File: config.mk
export PLATFORM = sky130hd
export DESIGN_NAME = rle_decoder
export DESIGN_NICKNAME = d
export VERILOG_FILES = /design/src/rtl/rle_pkg.sv /design/src/rtl/rle_byte_fifo.sv /design/src/rtl/rle_decoder.sv
export SDC_FILE = /design/constraint.sdc
export NUM_CORES = 1
export LEC_CHECK = 0
export ABC_CLOCK_PERIOD_IN_PS = 2970
export BUFFER_PORTS_ARGS = -buffer_cell sky130_fd_sc_hd__buf_2
export CAP_MARGIN = 20
export CORE_ASPECT_RATIO = 1.75
export CORE_MARGIN = 2
export CORE_UTILIZATION = 55
export DETAILED_ROUTE_END_ITERATION = 10
export PLACE_DENSITY = 0.73
export RECOVER_POWER = 50
export SYNTH_ARGS = -nofsm -noshare
export SYNTH_HDL_FRONTEND = slang
export SYNTH_SLANG_ARGS = --single-unit
File: constraint.sdc
create_clock -name clk -period 2.97 [get_ports clk]
set_input_delay 0.297 -clock clk [delete_from_list [all_inputs] [get_ports clk]]
set_output_delay 0.297 -clock clk [all_outputs]
set_load 0.005 [all_outputs]
File: src/rtl/rle_pkg.sv
// rle_pkg: constants and FSM state encoding shared by the RLE encoder and decoder.
// Contents: default data width, ASCII count offset, FSM state enum, run-length helper.
// Configuration macros: none.
package rle_pkg;

  localparam int RLE_DBITS      = 8;
  localparam int RLE_COUNT_BASE = 48;  // ASCII '0'

  typedef enum logic [1:0] {
    S_CNT  = 2'd0,
    S_SYM  = 2'd1,
    S_EMIT = 2'd2
  } rle_state_e;

  // Run length carried by a count byte; 8-bit unsigned, wraps for counts below base.
  function automatic logic [7:0] run_len(input logic [7:0] cnt, input logic [7:0] base);
    return cnt - base;
  endfunction

endpackage

File: src/rtl/rle_byte_fifo.sv
// rle_byte_fifo: synchronous byte FIFO with registered full/empty flags.
// Latency: pushed word readable on pop_data the cycle after the push; pop_data is combinational from rd pointer.
// Backpressure: push ignored while full, pop ignored while empty; clear flushes and ignores same-cycle push/pop.
// Ports: clk, reset (async active-low), clear, push/push_data, pop/pop_data, full, empty.
module rle_byte_fifo #(
  parameter int WIDTH = 8,
  parameter int DEPTH = 16
) (
  input  logic             clk,
  input  logic             reset,
  input  logic             clear,
  input  logic             push,
  input  logic [WIDTH-1:0] push_data,
  input  logic             pop,
  output logic [WIDTH-1:0] pop_data,
  output logic             full,
  output logic             empty
);

  localparam int AW = $clog2(DEPTH);

  logic [WIDTH-1:0] mem_q [DEPTH];
  logic [AW-1:0]    wr_ptr_q, wr_ptr_d;
  logic [AW-1:0]    rd_ptr_q, rd_ptr_d;
  logic [AW:0]      cnt_q, cnt_d;
  logic             full_q, full_d;
  logic             empty_q, empty_d;
  logic             do_push, do_pop;

  assign do_push = push && !full_q && !clear;
  assign do_pop  = pop && !empty_q && !clear;

  always_comb begin
    wr_ptr_d = wr_ptr_q;
    rd_ptr_d = rd_ptr_q;
    cnt_d    = cnt_q;
    if (clear) begin
      wr_ptr_d = '0;
      rd_ptr_d = '0;
      cnt_d    = '0;
    end else begin
      if (do_push) wr_ptr_d = wr_ptr_q + AW'(1);
      if (do_pop)  rd_ptr_d = rd_ptr_q + AW'(1);
      if (do_push && !do_pop) cnt_d = cnt_q + (AW+1)'(1);
      else if (!do_push && do_pop) cnt_d = cnt_q - (AW+1)'(1);
    end
    // Flags are computed from the next count so they can be registered.
    full_d  = (cnt_d == (AW+1)'(DEPTH));
    empty_d = (cnt_d == '0);
  end

  always_ff @(posedge clk or negedge reset) begin
    if (!reset) begin
      wr_ptr_q <= '0;
      rd_ptr_q <= '0;
      cnt_q    <= '0;
      full_q   <= 1'b0;
      empty_q  <= 1'b1;
    end else begin
      wr_ptr_q <= wr_ptr_d;
      rd_ptr_q <= rd_ptr_d;
      cnt_q    <= cnt_d;
      full_q   <= full_d;
      empty_q  <= empty_d;
    end
  end

  // Storage needs no reset: the flags guarantee unwritten entries are never read.
  always_ff @(posedge clk) begin
    if (do_push) mem_q[wr_ptr_q] <= push_data;
  end

  assign pop_data = mem_q[rd_ptr_q];
  assign full     = full_q;
  assign empty    = empty_q;

endmodule

File: src/rtl/rle_decoder.sv
// rle_decoder: expands {count, symbol} byte pairs into runs of symbol bytes (count offset by COUNT_BASE).
// Latency: first output byte registered one cycle after the symbol pop; count and symbol pops take one cycle each.
// Backpressure: out_ready=0 holds out_data/out_valid; input FIFO absorbs bytes, drops on full and flags ovf.
// Ports: clk, reset (async active-low), clear (sync flush), in_data/in_valid/in_ready,
//        out_data/out_valid/out_ready, busy, err (sticky), ovf (sticky), runs_done (8-bit wrap).
// Configuration: define RLE_DECODER_STATS_EN to add bytes_out, a 16-bit count of accepted output bytes.
module rle_decoder
  import rle_pkg::*;
#(
  parameter int DBITS      = RLE_DBITS,
  parameter int COUNT_BASE = RLE_COUNT_BASE,
  parameter int FIFO_DEPTH = 16
) (
  input  logic             clk,
  input  logic             reset,
  input  logic             clear,
  input  logic [DBITS-1:0] in_data,
  input  logic             in_valid,
  output logic             in_ready,
  output logic [DBITS-1:0] out_data,
  output logic             out_valid,
  input  logic             out_ready,
  output logic             busy,
  output logic             err,
  output logic             ovf,
  output logic [7:0]       runs_done
`ifdef RLE_DECODER_STATS_EN
  ,
  output logic [15:0]      bytes_out
`endif
);

  rle_state_e       state_q, state_d;
  logic [7:0]       remaining_q, remaining_d;
  logic             bad_q, bad_d;
  logic [DBITS-1:0] out_data_q, out_data_d;
  logic             out_valid_q, out_valid_d;
  logic             err_q, err_d;
  logic             ovf_q, ovf_d;
  logic [7:0]       runs_done_q, runs_done_d;

  logic             fifo_push, fifo_pop;
  logic             fifo_full, fifo_empty;
  logic [DBITS-1:0] fifo_data;

  assign fifo_push = in_valid && !clear;

  rle_byte_fifo #(
    .WIDTH (DBITS),
    .DEPTH (FIFO_DEPTH)
  ) u_fifo (
    .clk       (clk),
    .reset     (reset),
    .clear     (clear),
    .push      (fifo_push),
    .push_data (in_data),
    .pop       (fifo_pop),
    .pop_data  (fifo_data),
    .full      (fifo_full),
    .empty     (fifo_empty)
  );

  // State register.
  always_ff @(posedge clk or negedge reset) begin
    if (!reset) state_q <= S_CNT;
    else        state_q <= state_d;
  end

  // Next-state logic.
  always_comb begin
    state_d = state_q;
    if (clear) begin
      state_d = S_CNT;
    end else begin
      case (state_q)
        S_CNT:   if (!fifo_empty) state_d = S_SYM;
        S_SYM:   if (!fifo_empty) state_d = bad_q ? S_CNT : S_EMIT;
        S_EMIT:  if (out_ready && remaining_q == 8'd1) state_d = S_CNT;
        default: state_d = S_CNT;
      endcase
    end
  end

  // Output and datapath logic.
  always_comb begin
    fifo_pop    = 1'b0;
    remaining_d = remaining_q;
    bad_d       = bad_q;
    out_data_d  = out_data_q;
    out_valid_d = out_valid_q;
    err_d       = err_q;
    ovf_d       = ovf_q;
    runs_done_d = runs_done_q;
    if (clear) begin
      remaining_d = '0;
      bad_d       = 1'b0;
      out_valid_d = 1'b0;
      err_d       = 1'b0;
      ovf_d       = 1'b0;
      runs_done_d = '0;
    end else begin
      // in_ready reflects pre-pop fullness, so a byte arriving on a full FIFO is lost
      // even when the FSM pops in the same cycle.
      if (in_valid && fifo_full) ovf_d = 1'b1;
      case (state_q)
        S_CNT: begin
          if (!fifo_empty) begin
            fifo_pop    = 1'b1;
            remaining_d = run_len(fifo_data[7:0], 8'(COUNT_BASE));
            // Zero or negative run lengths poison the pair; the symbol is still consumed
            // so the stream stays pair-aligned.
            bad_d       = (fifo_data <= DBITS'(COUNT_BASE));
          end
        end
        S_SYM: begin
          if (!fifo_empty) begin
            fifo_pop = 1'b1;
            if (bad_q) begin
              err_d = 1'b1;
            end else begin
              out_data_d  = fifo_data;
              out_valid_d = 1'b1;
            end
          end
        end
        S_EMIT: begin
          if (out_ready) begin
            remaining_d = remaining_q - 8'd1;
            if (remaining_q == 8'd1) begin
              out_valid_d = 1'b0;
              runs_done_d = runs_done_q + 8'd1;
            end
          end
        end
        default: ;
      endcase
    end
  end

  always_ff @(posedge clk or negedge reset) begin
    if (!reset) begin
      remaining_q <= '0;
      bad_q       <= 1'b0;
      out_data_q  <= '0;
      out_valid_q <= 1'b0;
      err_q       <= 1'b0;
      ovf_q       <= 1'b0;
      runs_done_q <= '0;
    end else begin
      remaining_q <= remaining_d;
      bad_q       <= bad_d;
      out_data_q  <= out_data_d;
      out_valid_q <= out_valid_d;
      err_q       <= err_d;
      ovf_q       <= ovf_d;
      runs_done_q <= runs_done_d;
    end
  end

`ifdef RLE_DECODER_STATS_EN
  logic [15:0] bytes_out_q, bytes_out_d;

  always_comb begin
    bytes_out_d = bytes_out_q;
    if (clear)                           bytes_out_d = '0;
    else if (out_valid_q && out_ready)   bytes_out_d = bytes_out_q + 16'd1;
  end

  always_ff @(posedge clk or negedge reset) begin
    if (!reset) bytes_out_q <= '0;
    else        bytes_out_q <= bytes_out_d;
  end

  assign bytes_out = bytes_out_q;
`endif

  assign in_ready  = !fifo_full;
  assign out_data  = out_data_q;
  assign out_valid = out_valid_q;
  assign busy      = (state_q != S_CNT) || !fifo_empty;
  assign err       = err_q;
  assign ovf       = ovf_q;
  assign runs_done = runs_done_q;

endmodule
# After elaboration in Yosys (flattened, before gate mapping)
# Memories as Yosys holds them, arrays and structs flattened.
# Index checks and enable logic that the tools add are counted.
# word_totals
reg_bits	45
latchBits	0
mem_bits_rw	128
romBits	0
inputBits	13
output_inout_bits	21
word_cells	114
n_memories	1
# mem_list
name	depth	word_bits	rd	rd_clocked_by_memory_dff	write_ports	line	rtl
u_fifo.mem_q	16	8	1	0	1	rle_byte_fifo.sv:22	logic [WIDTH-1:0] mem_q [DEPTH];
# op_classes
addsub	7
mul	0
div	0
order_cmp	1
eq_ne	11
shifts	0
muxes	41
bitwise_logic	3
n_reduce_logical	37
# ops
op	count
8-bit 2-to-1 mux	7
2-bit nonzero test	10
1-bit 2-to-1 mux	19
3-bit != test, second input constant	6
4-bit 2-to-1 mux	4
8-bit one-hot mux with 2 select lines	1
5-bit 2-to-1 mux	3
3-bit AND reduction	4
2-bit 2-to-1 mux	5
1-bit logical AND	9
4-bit by 1-bit adder with 4-bit output, second input constant	2
8-bit by 1-bit adder with 8-bit output, second input constant	1
8-bit by 1-bit == test with 1-bit output, second input constant	1
8-bit by 6-bit less-or-equal comparator with 1-bit output, second input constant	1
8-bit by 1-bit subtractor with 8-bit output, second input constant	1
8-bit by 6-bit subtractor with 8-bit output, second input constant	1
2-bit one-hot mux with 3 select lines	1
3-bit nonzero test	2
5-bit by 1-bit adder with 5-bit output, second input constant	1
5-bit == test, second input constant	1
1-bit zero test	5
5-bit zero test	1
5-bit AND reduction	1
5-bit by 1-bit subtractor with 5-bit output, second input constant	1
10 further kinds	12

# Longest topological paths before layout
# logic_depth
depth_word	11
depth_mapped	11

# Hierarchy
# A second synthesis with hierarchy kept.
# unflattened
hier_cells	524
area_unflattened_um2	7568.5
# by_module_without_submodules
module	instances	cells_each	area_each_um2	seq_area_each_um2
rle_byte_fifo	1	361	5974.5	4220.3
rle_decoder	1	163	1594.0	750.7

# Worst setup path before layout
# Ideal clock, no wire load.
# synth_timing
path_type	register -> register
startpoint	register u_fifo.rd_ptr_q[0]
endpoint	register remaining_q[6]
setup_time_ns	0.090
t_arrival_ns	2.150
slack_ns	0.730
stages_incl_launch_ff	9
n_path_buf	2
path_cell_list	dfrtp_1 -> buf_6 -> buf_4 -> mux4_2 -> a22oi_1 -> nand2_1 -> ha_1 -> xor2_1 -> o221ai_1
# synth_between
elab_chain_cells	5
# synth_rtl
element	line	rtl
start: declaration	rle_byte_fifo.sv:24	logic [AW-1:0] rd_ptr_q, rd_ptr_d;
start signal: assignment	rle_byte_fifo.sv:61	rd_ptr_q <= rd_ptr_d;
memory 16 x 8 bit	--	
named net fifo_data[4]	rle_decoder.sv:44	logic [DBITS-1:0] fifo_data;
8-bit by 6-bit subtractor with 8-bit output	rle_pkg.sv:17	return cnt - base;
8-bit 2-to-1 mux	rle_decoder.sv:107	if (!fifo_empty) begin
8-bit one-hot mux with 2 select lines	rle_decoder.sv:105	case (state_q)
8-bit 2-to-1 mux	rle_decoder.sv:94	if (clear) begin
end signal: assignment	rle_decoder.sv:150	remaining_q <= remaining_d;
end: declaration	rle_decoder.sv:34	logic [7:0] remaining_q, remaining_d;
# The timed path passes the listed nets, and every way through them passes these cells. The select of a mux whose other input is x is not followed.
# A chain may end at the register's enable or synchronous reset.

# Worst setup path in the final report
# layout_timing
startpoint	register u_fifo.rd_ptr_q[1]
endpoint	register remaining_q[6]
# The elaborated chain is that of the path after synthesis.

==> results by group <==
Critical path
  • Slowest CP cell: dfrtp_1
  • Max Fanout on Critical Path: 16
  • Critical Path AT: 2970 ps
  • CP cell instances: buf_12, nor2b_1, a221oi_1, o21ai_0, nand2_1, ha_1, xor2_1, o221ai_1
  • Critical path startpoint category: flip-flop
  • Critical path required time: 3250 ps
  • CP max stage delay: roughly 800 ps
  • Worst r2r src: u_fifo.rd_ptr_q[1]
  • Worst setup EP type: flip-flop
  • R2R Setup Slk: 280 ps
  • Setup CP Type: flip-flop to flip-flop
  • Bufs and invs on worst path: 1
  • Worst Reg2Reg Path Length in Cells: 8
  • R2R Path End: remaining_q[6]
  • CP top delay family: flip-flops

GRT
  • Number of global-route vias before repair: roughly 4,500
  • Total track usage: between 20% and 30%
  • Total grt overflow: 0
  • Initial antenna violation count: 0
  • First-pass GRT wire length: 25,100 um
  • Grt met1 use: 26.9%
  • M2 GR Usage: 43.5%
  • Largest net degree at the start of global routing: 46
  • GR Util met3: 4.86%
  • Layer with the highest usage: met2

Clocking
  • Reg clk slew, reported paths: around 70 ps
  • CTS tree: built
  • CTS buffer count: 17
  • # clock sinks: 173
  • Max clock buf depth: 2
  • Setup bufs post-CTS: 0
  • Depth of the CTS H-tree: 4
  • Clock insertion delay at the later pin of the skew report: about 420 ps
  • Post-CTS Resized: 0
  • Root buf cell: clkbuf_16

Placement
  • RePlAce Congestion: 0.856
  • Final HPWL DP: 10,700 um
  • Placed Area: 0.00784 mm2
  • Post-Place Cells: roughly 700
  • Place WS: 304 ps
  • Port Buffers: 33

Die
  • Chip height: about 160 um
  • Core ar.: 0.0130 mm2
  • Die Area: 0.0143 mm2
  • Die width: 91.3 um
  • Starting Density: 56.4%
  • I/O Pins: 34
  • Num rows: 55

Power and ir drop
  • Maximum VDD drop: 0.427 mV
  • LEAKAGE: 3.09 nW
  • Pwr/cell area: approximately 830 mW/mm2
  • Total Power: 7.01 mW

Routing
  • DR pass1 iterations: 6
  • DR DRC count: 0
  • Drt wl/cell: 22.6 um
  • Vias per cell: 6.08
  • Initial DRC Count: 358
  • Routed WL: 16,200 um
  • Post-route ant nets: 0
  • Vias: 4,363

Run
  • Max-cap violation count: 0

Synth
  • Post-synthesis cell count: 474
  • Mean Syn Cell Area: ~15 um2
  • Mapped Area: 0.00734 mm2
  • YS warnings: 0
  • Post-synth EDFFs: 128
  • Synth Net Count: 498
  • Cell variety after synth: between 50 and 60
  • Async SR Flop Fraction: 26.0%
  • Register area share after synthesis: 67.8%
  • Primary FF master, synth: edfxtp_1
  • FF+latch count, synth: 173

STA
  • RSZ-0062 raised after global routing: no
  • Setup TNS: 0 ps
  • Slew at the pin closest to its max-slew limit: ~700 ps
  • Slew HR: 52.7%
  • Final Hold Violating Endpoints: 0
  • Worst Slack Setup Final: around 280 ps
  • WHS: around 150 ps
  • Post-Route Skew: 12.0 ps
  • Fin. max-slew vios: 0
  • Ratio of final minimum period to clock period: 90.5%
  • Fin crit period: 2690 ps
  • Fmax: 372 MHz
  • Count of final setup violators: 0

Cells and area
  • Syn-to-layout area delta: 15.3%
  • Design area: 0.00846 mm2
  • Layout Utilization: 65.1%
  • Proportion of layout cells with a drive suffix above 1: a little under a quarter
  • Layout Cells excl Fill: 718
  • Ant. Diodes: 0
  • Fill count: about 870
  • Layout Nets: 558

Worst hold path
  • Hold depth: 3
  • Hold crit path type: input pin to flip-flop
  • Hold endpoint: ovf
  • Hold path start: in_valid

Outcome
  • Status: complete, no violations
## routing by layer
| layer | up-vias | part of all wire, % |
|---|---|---|
| met5 | - | 0 |
| met3 | 56 | 5.0 |
| met4 | 0 | 4.4 |
| li1 | 1927 | - |
| met1 | 2192 | 36 |
| met2 | 188 | 55 |
## area by class of cell
type	instances	area (um2)	share of cell area [%]
clock buffer	21	493	5.83
clock inverter	11	115	1.36
inverter	8	30.0	0.355
multi-input combinational	270	2220	26.2
sequential	173	4970	58.8
tap	171	214	2.53
timing repair buffer	64	419	4.95
## flip-flops by register name (all words and copies together) (netlist names)
register         cells
out_valid            1
runs_done            8
err                  1
remaining_q          8
state_q              2
u_fifo.cnt_q         5
u_fifo.mem_q       128
ovf                  1
out_data             8
bad_q                1
u_fifo.full          1
u_fifo.wr_ptr_q      4
u_fifo.empty         1
u_fifo.rd_ptr_q      4
## cells in the mapped netlist, types with 5 or more instances
library cell / instances / share of area, %
nor2_1: 50 / 2.6
a22oi_1: 5 / 0.51
nor2b_1: 10 / 0.85
xnor2_1: 7 / 0.84
mux2i_1: 8 / 1.1
o21ai_1: 6 / 0.41
nand2_1: 27 / 1.4
dfrtp_1: 44 / 15
ha_1: 11 / 1.9
nor3_1: 8 / 0.55
mux4_2: 32 / 9.8
o21ai_0: 11 / 0.75
inv_1: 7 / 0.36
clkbuf_1: 9 / 0.46
mux2_2: 8 / 1.2
nand2b_1: 7 / 0.60
xor2_1: 10 / 1.2
a221oi_1: 5 / 0.60
edfxtp_1: 128 / 52
nand3_1: 16 / 1.1
a21oi_1: 14 / 0.96
## tightest hold or removal path: cells and delay by family
kind | cells | cell delay (ps)
buffers and inverters | 1 | 110
and+or+nand+nor | 1 | 70
AOI/OAI and AO/OA | 1 | 60
## cell usage in the layout (no fill, tap or decap), drive strengths merged, types with 2 or more instances in the layout
cell type	count
a32oi	2
xnor2	7
inv	15
and2	2
a21oi	14
nor3	8
or4	2
nand4	4
a22oi	5
nor2	50
nand2	27
clkinv	3
a221oi	5
buf	48
nand3	16
o21ai	17
mux2	8
nor2b	10
clkbuf	36
nor4	2
edfxtp	128
xor2	10
nor3b	3
mux2i	8
mux4	32
and3	4
a31oi	3
ha	11
dfrtp	44
nand2b	7
## cells by family (layout without fill, tap and decap cells)
| kind of cell | count (synthesis) | in the layout | share of synthesized area, % |
|---|---|---|---|
| flip-flops | 173 | 173 | 67.8 |
| adder cells (fa/ha/maj) | 11 | 11 | 1.88 |
| AND/OR/NAND/NOR | 140 | 140 | 9.38 |
| buffers and inverters | 31 | 104 | 2.03 |
| XOR/XNOR | 17 | 17 | 2.03 |
| multiplexers | 48 | 48 | 12.1 |
| AO/OA/AOI/OAI | 54 | 54 | 4.79 |
## report_power, final
group	total, mW	switching (mW)	internal [mW]	leakage, nW
Clock	2.24	0.936	1.30	0.303
Sequential	3.03	0.236	2.79	1.75
Combinational	1.74	0.883	0.856	1.04
## worst max-delay path by stage
stage	start	to	slack [ps]	depth (start not counted)
2_1_floorplan	u_fifo.rd_ptr_q[0]	remaining_q[6]	730	8
3_3_place_gp	u_fifo.rd_ptr_q[1]	remaining_q[6]	340	8
3_5_place_dp	u_fifo.rd_ptr_q[1]	remaining_q[6]	300	8
4_1_cts	u_fifo.rd_ptr_q[1]	remaining_q[6]	270	8
5_1_grt	u_fifo.rd_ptr_q[1]	remaining_q[5]	70	8
6_report	u_fifo.rd_ptr_q[1]	remaining_q[6]	280	8
## timing repair
| item | CTS | global route |
|---|---|---|
| setup endpoints to repair | 0 | 0 |
| hold buffers | 0 | 1 |
| endpoints found under the hold margin | 0 | 10 |
Power figures use the tool's default switching activity.
